$ cat src/rtl/car_motion_unit_if.sv
// Handshake and status bundle between the call controller and the car motion unit.
// The controller side drives the target request and the in-car hold button;
// the motion unit reports its position, travel state and arrival pulses.
interface car_motion_unit_if;
    logic [2:0] target_floor;
    logic       target_valid;
    logic       target_ready;
    logic       door_hold;
    logic [2:0] current_floor;
    logic       direction;
    logic       moving;
    logic       door_open;
    logic       arrived;
    logic [2:0] arrived_floor;

    modport master (
        output target_floor,
        output target_valid,
        output door_hold,
        input  target_ready,
        input  current_floor,
        input  direction,
        input  moving,
        input  door_open,
        input  arrived,
        input  arrived_floor
    );

    modport slave (
        input  target_floor,
        input  target_valid,
        input  door_hold,
        output target_ready,
        output current_floor,
        output direction,
        output moving,
        output door_open,
        output arrived,
        output arrived_floor
    );
endinterface

$ cat src/rtl/car_motion_unit.sv
// Car motion unit: accepts one target floor at a time, travels there one floor
// per FLOOR_CYCLES clocks, pulses arrived on reaching it, then runs the door
// through an open period (extendable by door_hold) and a short closing phase.
// All outputs come from registers or are decoded from the registered state.
module car_motion_unit #(
    parameter int FLOOR_CYCLES = 8,
    parameter int DOOR_CYCLES  = 16
) (
    input logic            clk,
    input logic            reset,
    car_motion_unit_if.slave bus
);

    typedef enum logic [1:0] {
        IDLE,
        MOVE,
        DOOR_OPEN,
        DOOR_CLOSE
    } state_t;

    localparam logic [7:0] FLOOR_LAST = 8'(FLOOR_CYCLES - 1);
    localparam logic [7:0] DOOR_LAST  = 8'(DOOR_CYCLES - 1);

    state_t     state;
    logic [7:0] travel_cnt;
    logic [7:0] door_cnt;
    logic [2:0] target;
    logic [2:0] current_floor;
    logic [2:0] arrived_floor;
    logic       direction;
    logic       arrived;
    logic [2:0] next_floor;

    // Floor the car reaches at the end of the current floor interval.
    always_comb begin
        next_floor = direction ? (current_floor + 3'd1) : (current_floor - 3'd1);
    end

    // Main FSM: request acceptance, floor stepping, door timing and arrival pulse.
    always_ff @(posedge clk) begin
        if (!reset) begin
            state         <= IDLE;
            travel_cnt    <= 8'd0;
            door_cnt      <= 8'd0;
            target        <= 3'd0;
            current_floor <= 3'd0;
            arrived_floor <= 3'd0;
            direction     <= 1'b1;
            arrived       <= 1'b0;
        end else begin
            arrived <= 1'b0;
            case (state)
                IDLE: begin
                    if (bus.target_valid) begin
                        if (bus.target_floor == current_floor) begin
                            state         <= DOOR_OPEN;
                            arrived       <= 1'b1;
                            arrived_floor <= current_floor;
                            door_cnt      <= 8'd0;
                        end else begin
                            target     <= bus.target_floor;
                            direction  <= (bus.target_floor > current_floor);
                            travel_cnt <= 8'd0;
                            state      <= MOVE;
                        end
                    end
                end
                MOVE: begin
                    if (travel_cnt == FLOOR_LAST) begin
                        travel_cnt    <= 8'd0;
                        current_floor <= next_floor;
                        if (next_floor == target) begin
                            state         <= DOOR_OPEN;
                            arrived       <= 1'b1;
                            arrived_floor <= target;
                            door_cnt      <= 8'd0;
                        end
                    end else begin
                        travel_cnt <= travel_cnt + 8'd1;
                    end
                end
                DOOR_OPEN: begin
                    if (bus.door_hold) begin
                        door_cnt <= 8'd0;
                    end else if (door_cnt == DOOR_LAST) begin
                        door_cnt <= 8'd0;
                        state    <= DOOR_CLOSE;
                    end else begin
                        door_cnt <= door_cnt + 8'd1;
                    end
                end
                DOOR_CLOSE: begin
                    if (bus.door_hold) begin
                        door_cnt <= 8'd0;
                        state    <= DOOR_OPEN;
                    end else if (door_cnt == 8'd1) begin
                        door_cnt <= 8'd0;
                        state    <= IDLE;
                    end else begin
                        door_cnt <= door_cnt + 8'd1;
                    end
                end
                default: begin
                    state <= IDLE;
                end
            endcase
        end
    end

    assign bus.target_ready  = (state == IDLE);
    assign bus.moving        = (state == MOVE);
    assign bus.door_open     = (state == DOOR_OPEN);
    assign bus.current_floor = current_floor;
    assign bus.direction     = direction;
    assign bus.arrived       = arrived;
    assign bus.arrived_floor = arrived_floor;

endmodule

$ cat src/flat_wrapper.sv
// flat-port wrapper written by rule: the top's interface ports become plain ports
module car_motion_unit_flat 
#(
    parameter int FLOOR_CYCLES = 8,
    parameter int DOOR_CYCLES  = 16
)
  (clk, reset, bus_target_floor, bus_target_valid, bus_door_hold, bus_target_ready, bus_current_floor, bus_direction, bus_moving, bus_door_open, bus_arrived, bus_arrived_floor);
  car_motion_unit_if bus_i ();
  input logic clk;
  input logic reset;
  input wire logic [$bits(bus_i.target_floor)-1:0] bus_target_floor;
  input wire logic [$bits(bus_i.target_valid)-1:0] bus_target_valid;
  input wire logic [$bits(bus_i.door_hold)-1:0] bus_door_hold;
  output wire logic [$bits(bus_i.target_ready)-1:0] bus_target_ready;
  output wire logic [$bits(bus_i.current_floor)-1:0] bus_current_floor;
  output wire logic [$bits(bus_i.direction)-1:0] bus_direction;
  output wire logic [$bits(bus_i.moving)-1:0] bus_moving;
  output wire logic [$bits(bus_i.door_open)-1:0] bus_door_open;
  output wire logic [$bits(bus_i.arrived)-1:0] bus_arrived;
  output wire logic [$bits(bus_i.arrived_floor)-1:0] bus_arrived_floor;
  assign bus_i.target_floor = bus_target_floor;
  assign bus_i.target_valid = bus_target_valid;
  assign bus_i.door_hold = bus_door_hold;
  assign bus_target_ready = bus_i.target_ready;
  assign bus_current_floor = bus_i.current_floor;
  assign bus_direction = bus_i.direction;
  assign bus_moving = bus_i.moving;
  assign bus_door_open = bus_i.door_open;
  assign bus_arrived = bus_i.arrived;
  assign bus_arrived_floor = bus_i.arrived_floor;
  car_motion_unit #(.FLOOR_CYCLES(FLOOR_CYCLES), .DOOR_CYCLES(DOOR_CYCLES)) u_core (.clk(clk), .reset(reset), .bus(bus_i));
endmodule
$ cat config.mk
export PLATFORM = sky130hd
export DESIGN_NAME = car_motion_unit_flat
export DESIGN_NICKNAME = d
export VERILOG_FILES = /design/src/rtl/car_motion_unit_if.sv /design/src/rtl/car_motion_unit.sv /design/src/flat_wrapper.sv
export SDC_FILE = /design/constraint.sdc
export NUM_CORES = 1
export LEC_CHECK = 0
export BUFFER_PORTS_ARGS = -buffer_cell sky130_fd_sc_hd__clkbuf_2
export CORE_ASPECT_RATIO = 0.75
export CORE_MARGIN = 2
export CORE_UTILIZATION = 50
export CTS_CLUSTER_DIAMETER = 40
export DETAILED_ROUTE_END_ITERATION = 8
export MAX_ROUTING_LAYER = met4
export PLACE_DENSITY = 0.7
export SLEW_MARGIN = 25
export SYNTH_ARGS = -nofsm -noshare
export SYNTH_HDL_FRONTEND = slang
export SYNTH_SLANG_ARGS = --single-unit
$ cat constraint.sdc
create_clock -name clk -period 6.2 [get_ports clk]
set_input_delay 1.55 -clock clk [delete_from_list [all_inputs] [get_ports clk]]
set_output_delay 1.55 -clock clk [all_outputs]
set_load 0.05 [all_outputs]
=== After elaboration in Yosys (flattened, before gate mapping) ===
Cells that the tools add are included.

* Bits in registers: 29
* Output and inout bits: 11
* Logic and storage cells: 71

* Add/subtract/negate cells: 4
* Order comparisons: 1
* Equal/unequal tests: 16
* Multiplexer cells: 33
* Bitwise gates (word level): 1
* Reductions and logical operators: 8

{| class="wikitable"
|+ Operators by type and width
! cell !! number
|-
| 8-bit 2-to-1 mux || 11
|-
| 8-bit case mux with 4 select lines || 1
|-
| 8-bit by 1-bit adder with 8-bit output, second input constant || 2
|-
| 2-bit 2-to-1 mux || 8
|-
| 8-bit case mux with 2 select lines || 1
|-
| 3-bit 2-to-1 mux || 5
|-
| 8-bit by 1-bit == test with 1-bit output, second input constant || 1
|-
| 8-bit by 3-bit == test with 1-bit output, second input constant || 1
|-
| 8-bit by 4-bit == test with 1-bit output, second input constant || 1
|-
| 2-bit by 1-bit inequality test with 1-bit output, second input constant || 4
|-
| 2-bit case mux with 4 select lines || 1
|-
| 3-bit == test || 2
|-
| 2-bit inequality test, second input constant || 3
|-
| 3-bit case mux with 2 select lines || 1
|-
| 3-bit AND reduction || 2
|-
| 6-bit AND reduction || 1
|-
| 5-bit AND reduction || 1
|-
| 2-bit == test, second input constant || 2
|-
| 1-bit 2-to-1 mux || 4
|-
| 4-bit AND reduction || 1
|-
| 3-bit by 1-bit adder with 3-bit output, second input constant || 1
|-
| 3-bit > comparator || 1
|-
| 3-bit by 2-bit inequality test with 1-bit output, second input constant || 1
|-
| 3-bit by 1-bit subtractor with 3-bit output, second input constant || 1
|-
| 6 further kinds || 6
|}

=== Longest topological paths before layout ===
* Word-level depth: 6
* Mapped depth: 7

=== Least setup slack after synthesis ===
OpenSTA, ideal clock, no wires.

* Kind: register -> output
* From: reg u_core.state[1]
* To: out bus_door_open
* Arrival time: 1.401 ns
* Required time: 4.650 ns
* Path slack: 3.249 ns
* Stages on the path, launching flop included: 3
* Cell sequence: dfxtp_1 -> clkbuf_1 -> nor2b_1

* Longest elaborated chain between the ends: 1

{| class="wikitable"
|+ RTL lines
! what !! line !! text
|-
| start, declared || car_motion_unit.sv:24 || <nowiki>state_t state;</nowiki>
|-
| start signal, assigned || car_motion_unit.sv:42 || <nowiki>state <= IDLE;</nowiki>
|-
| start signal, assigned || car_motion_unit.sv:56 || <nowiki>state <= DOOR_OPEN;</nowiki>
|-
| start signal, assigned || car_motion_unit.sv:64 || <nowiki>state <= MOVE;</nowiki>
|-
| 2-bit == test || car_motion_unit.sv:112 || <nowiki>assign bus.door_open = (state == DOOR_OPEN);</nowiki>
|-
| end, declared || flat_wrapper.sv:18 || <nowiki>output wire logic [$bits(bus_i.door_open)-1:0] bus_door_open;</nowiki>
|}

No other way between the ends.

=== Final worst setup path ===
* From: reg u_core.state[1]
* To: out bus_moving

* Longest elaborated chain between the ends: 1

{| class="wikitable"
|+ RTL lines
! what !! line !! text
|-
| 2-bit by 1-bit == test with 1-bit output || car_motion_unit.sv:111 || <nowiki>assign bus.moving = (state == MOVE);</nowiki>
|-
| end, declared || flat_wrapper.sv:17 || <nowiki>output wire logic [$bits(bus_i.moving)-1:0] bus_moving;</nowiki>
|}

No other way between the ends.

==> key figures <==
Timing
  • Final number of setup-violating endpoints: 0
  • RSZ-0062 raised after global routing: false
  • Tightest slew margin relative to the limit: 64.0%
  • Skew final: 0.00708 ns
  • Final Max Slew Viols: 0
  • Shortest period the worst path allows: 3.26 ns
  • Share of the clock period used by the worst path: 52.6%
  • Maximum operating frequency: 0.307 GHz
  • Setup tns final: 0 ns
  • Final hold violation count: 0
  • Measured slew at the worst slew-check pin: 0.535 ns

Pwr
  • Share of total power consumed by net switching: 29.0%
  • Worst VDD drop: 0.122 mV
  • Net load switching power: 123 uW
  • Internal power component: 302 uW
  • Combinational power share: 16.1%
  • Leakage power of the design: 0.000720 uW
  • Power share of the sequential group: 47.5%
  • Proportion of power drawn by the clock network: 36.4%
  • Power density of the placed cells: 231 nW/um2

Die
  • Die outline area: 3750 um2
  • Die Span Y: 53.5 um
  • Number of placement rows: 17
  • Horizontal die dimension: 70.0 um
  • Core ar.: 3020 um2
  • Num ports: 18
  • Effective utilization at floorplan: 54.1%

Yosys
  • Mapped cell area: 1640 um2
  • Share of Yosys cell area claimed by the top area cell type: 35.5%
  • Share of the yosys chip area belonging to registers: 35.5%
  • Largest area contributor in the netlist: sky130_fd_sc_hd__dfxtp_1
  • Number of synthesized flops with an enable pin: 0
  • Share of flip-flops with an asynchronous set or reset: 0%
  • Count of state elements after synthesis: 29
  • Average footprint of a synthesized cell: 8.61 um2
  • Number of unique standard cell types used by synthesis: 49
  • Biggest area contributors in the synthesized netlist: sky130_fd_sc_hd__dfxtp_1, sky130_fd_sc_hd__xnor2_1, sky130_fd_sc_hd__nand2_1
  • Number of nets in the synthesized netlist: 204
  • Syn Inst Count: 190
  • Number of warning messages in the yosys log: 0
  • Primary FF master, synth: sky130_fd_sc_hd__dfxtp_1

Worst setup path
  • CP startpoint kind: flop
  • Data arrival time of the worst path: 1.71 ns
  • Critical path fanouts, max: 15
  • Worst Path Class, Setup: flop to output port
  • Category of the worst setup path capture point: output port
  • Data required time at the worst endpoint: 4.65 ns

Clock tree
  • Later-pin clock latency in the skew report: 0.28 ns
  • Clock transition at the register clock pins on the worst setup and hold paths after CTS: 0.06 ns
  • Root Buffer Master: sky130_fd_sc_hd__clkbuf_8
  • Number of CTS-inserted buffers: 5
  • Clock Sink Count: 29
  • Hold buffer count at cts: 0
  • Number of buffers between clock root and the deepest sink: 2
  • Number of gates resized after CTS: 0
  • H-Tree Level Count: 2
  • CTS tree: done
  • Setup bufs post-CTS: 0

Routing
  • Count of routing violations after the opening detailed-route iteration: 84
  • Total Routed Length: 3.56 mm
  • Routed wire per std cell: 14.3 um
  • Post-DRT Antenna Nets: 0
  • Detailed-router iteration count before antenna repair: 4
  • Residual DRC count: 0
  • Per-cell via count in the routed design: 5.67
  • Via total after detailed routing: 1407

GRT
  • Global Route Usage Sum: 22.9%
  • Via count of the first global-routing pass: 1329
  • GR Overflow Total: 0
  • Antenna violations before repair: 0
  • Global-route wire length before repair: 6.37 mm
  • Pin count of the biggest net entering global routing: 25

Cells and area
  • Proportion of layout cells with a drive suffix above 1: 16.2%
  • Design Area, Final: 1840 um2
  • Commonest non-fill, non-tap cell in the layout: sky130_fd_sc_hd__dfxtp_1
  • Layout overhead on the synthesized area: 12.4%
  • Commonest cells after routing, fill and taps aside: sky130_fd_sc_hd__dfxtp_1, sky130_fd_sc_hd__nand2_1, sky130_fd_sc_hd__clkbuf_2
  • Final standard cell count with taps included and fillers excluded: 248
  • Fin nets: 224
  • Antenna fix cells: 0

Job
  • MaxCap Viol Count: 0

Min path
  • Worst hold-check path type: flop to flop

Placed design
  • Instance count after placement with tap cells included: 241
  • Port Buffer Count: 17
  • Instance area at placement: 1750 um2
  • HPWL reported at the end of detailed placement: 2.70 mm
  • GP Congestion: 0.805

Status
  • Status: completed
area by class of cell:
class / count / area [um2]
repair buffers: 17 / 85.1
clock buffers: 7 / 86.3
multi-input cells: 148 / 1000
well taps: 38 / 47.5
flip-flops and latches: 29 / 581
fillers: 275 / 1180
inverters: 9 / 33.8
power by group through the flow:
stage | logic (uW) | clock network (uW) | registers [uW]
global route | 76.4 | 167 | 203
floorplan | 53.1 | 0 | 204
finish | 68.5 | 155 | 202
detailed placement | 67.9 | 0 | 205
global placement | 66.8 | 0 | 205
CTS | 68.4 | 157 | 202
worst max-delay path: stages, from the launching register on:
cell and delay, ns:
sky130_fd_sc_hd__dfxtp_1 0.62, sky130_fd_sc_hd__nand2b_1 0.23, sky130_fd_sc_hd__clkinv_1 0.25, sky130_fd_sc_hd__clkbuf_2 0.32
through the flow:
stage / hold slack [ns] / utilization [%] / setup WS, ns / power [uW]
2_1_floorplan: 0.469 / - / 3.25 / 257
3_3_place_gp: 0.446 / 58.0 / 3.07 / 272
3_5_place_dp: 0.459 / 58.0 / 2.98 / 273
4_1_cts: 0.468 / 60.9 / 2.96 / 427
5_1_grt: 0.498 / 60.9 / 2.83 / 446
6_report: 0.461 / 60.9 / 2.94 / 425
per-layer routing:
metal / GRT usage, % / wire (um)
met3: 5.71 / 238
met1: 29.1 / 1760
met5: - / 0
met4: 8.33 / 45
met2: 36.0 / 1510
cells in the mapped netlist (2+ instances only):
library cell                n
sky130_fd_sc_hd__dfxtp_1   29
sky130_fd_sc_hd__and2_1     5
sky130_fd_sc_hd__nor3b_1    3
sky130_fd_sc_hd__nor4_1     2
sky130_fd_sc_hd__nor3_1     4
sky130_fd_sc_hd__xor2_1     2
sky130_fd_sc_hd__nand4_1    2
sky130_fd_sc_hd__o21ai_0    7
sky130_fd_sc_hd__clkbuf_1   3
sky130_fd_sc_hd__nor2_1    14
sky130_fd_sc_hd__a21oi_1    6
sky130_fd_sc_hd__nand2b_1   2
sky130_fd_sc_hd__a22o_1     2
sky130_fd_sc_hd__xnor2_1   13
sky130_fd_sc_hd__a21o_1     3
sky130_fd_sc_hd__nand2_1   24
sky130_fd_sc_hd__mux2i_1    3
sky130_fd_sc_hd__a21boi_0   6
sky130_fd_sc_hd__nor2b_1    3
sky130_fd_sc_hd__and3_1     2
sky130_fd_sc_hd__inv_1      8
sky130_fd_sc_hd__o211ai_1   2
sky130_fd_sc_hd__ha_1       6
sky130_fd_sc_hd__nand3_1   14
logic make-up after synthesis:
| logic type | Yosys count | share of synthesized area [%] |
|---|---|---|
| compound gates | 38 | 18.0 |
| xor+xnor | 15 | 8.03 |
| fa+ha+maj | 7 | 5.81 |
| buf+inv | 13 | 3.06 |
| flops | 29 | 35.5 |
| mux | 4 | 2.52 |
| simple gates | 84 | 27.1 |
flip-flops by register name (all words and copies together) (netlist names):
signal                    count
u_core.bus.arrived            1
u_core.bus.arrived_floor      3
u_core.bus.current_floor      3
u_core.bus.direction          1
u_core.door_cnt               8
u_core.state                  2
u_core.target                 3
u_core.travel_cnt             8
worst paths after layout:
path	start	cells past startpoint	slack, ns	to
setup / recovery	u_core.state[1]	3	2.94	bus_moving
setup reg to reg	u_core.bus.current_floor[0]	6	3.88	u_core.door_cnt[5]
hold / removal	u_core.bus.arrived_floor[1]	2	0.46	u_core.bus.arrived_floor[1]
hold reg to reg	u_core.bus.arrived_floor[1]	2	0.46	u_core.bus.arrived_floor[1]
No activity file was read; power rests on OpenSTA's default activity.
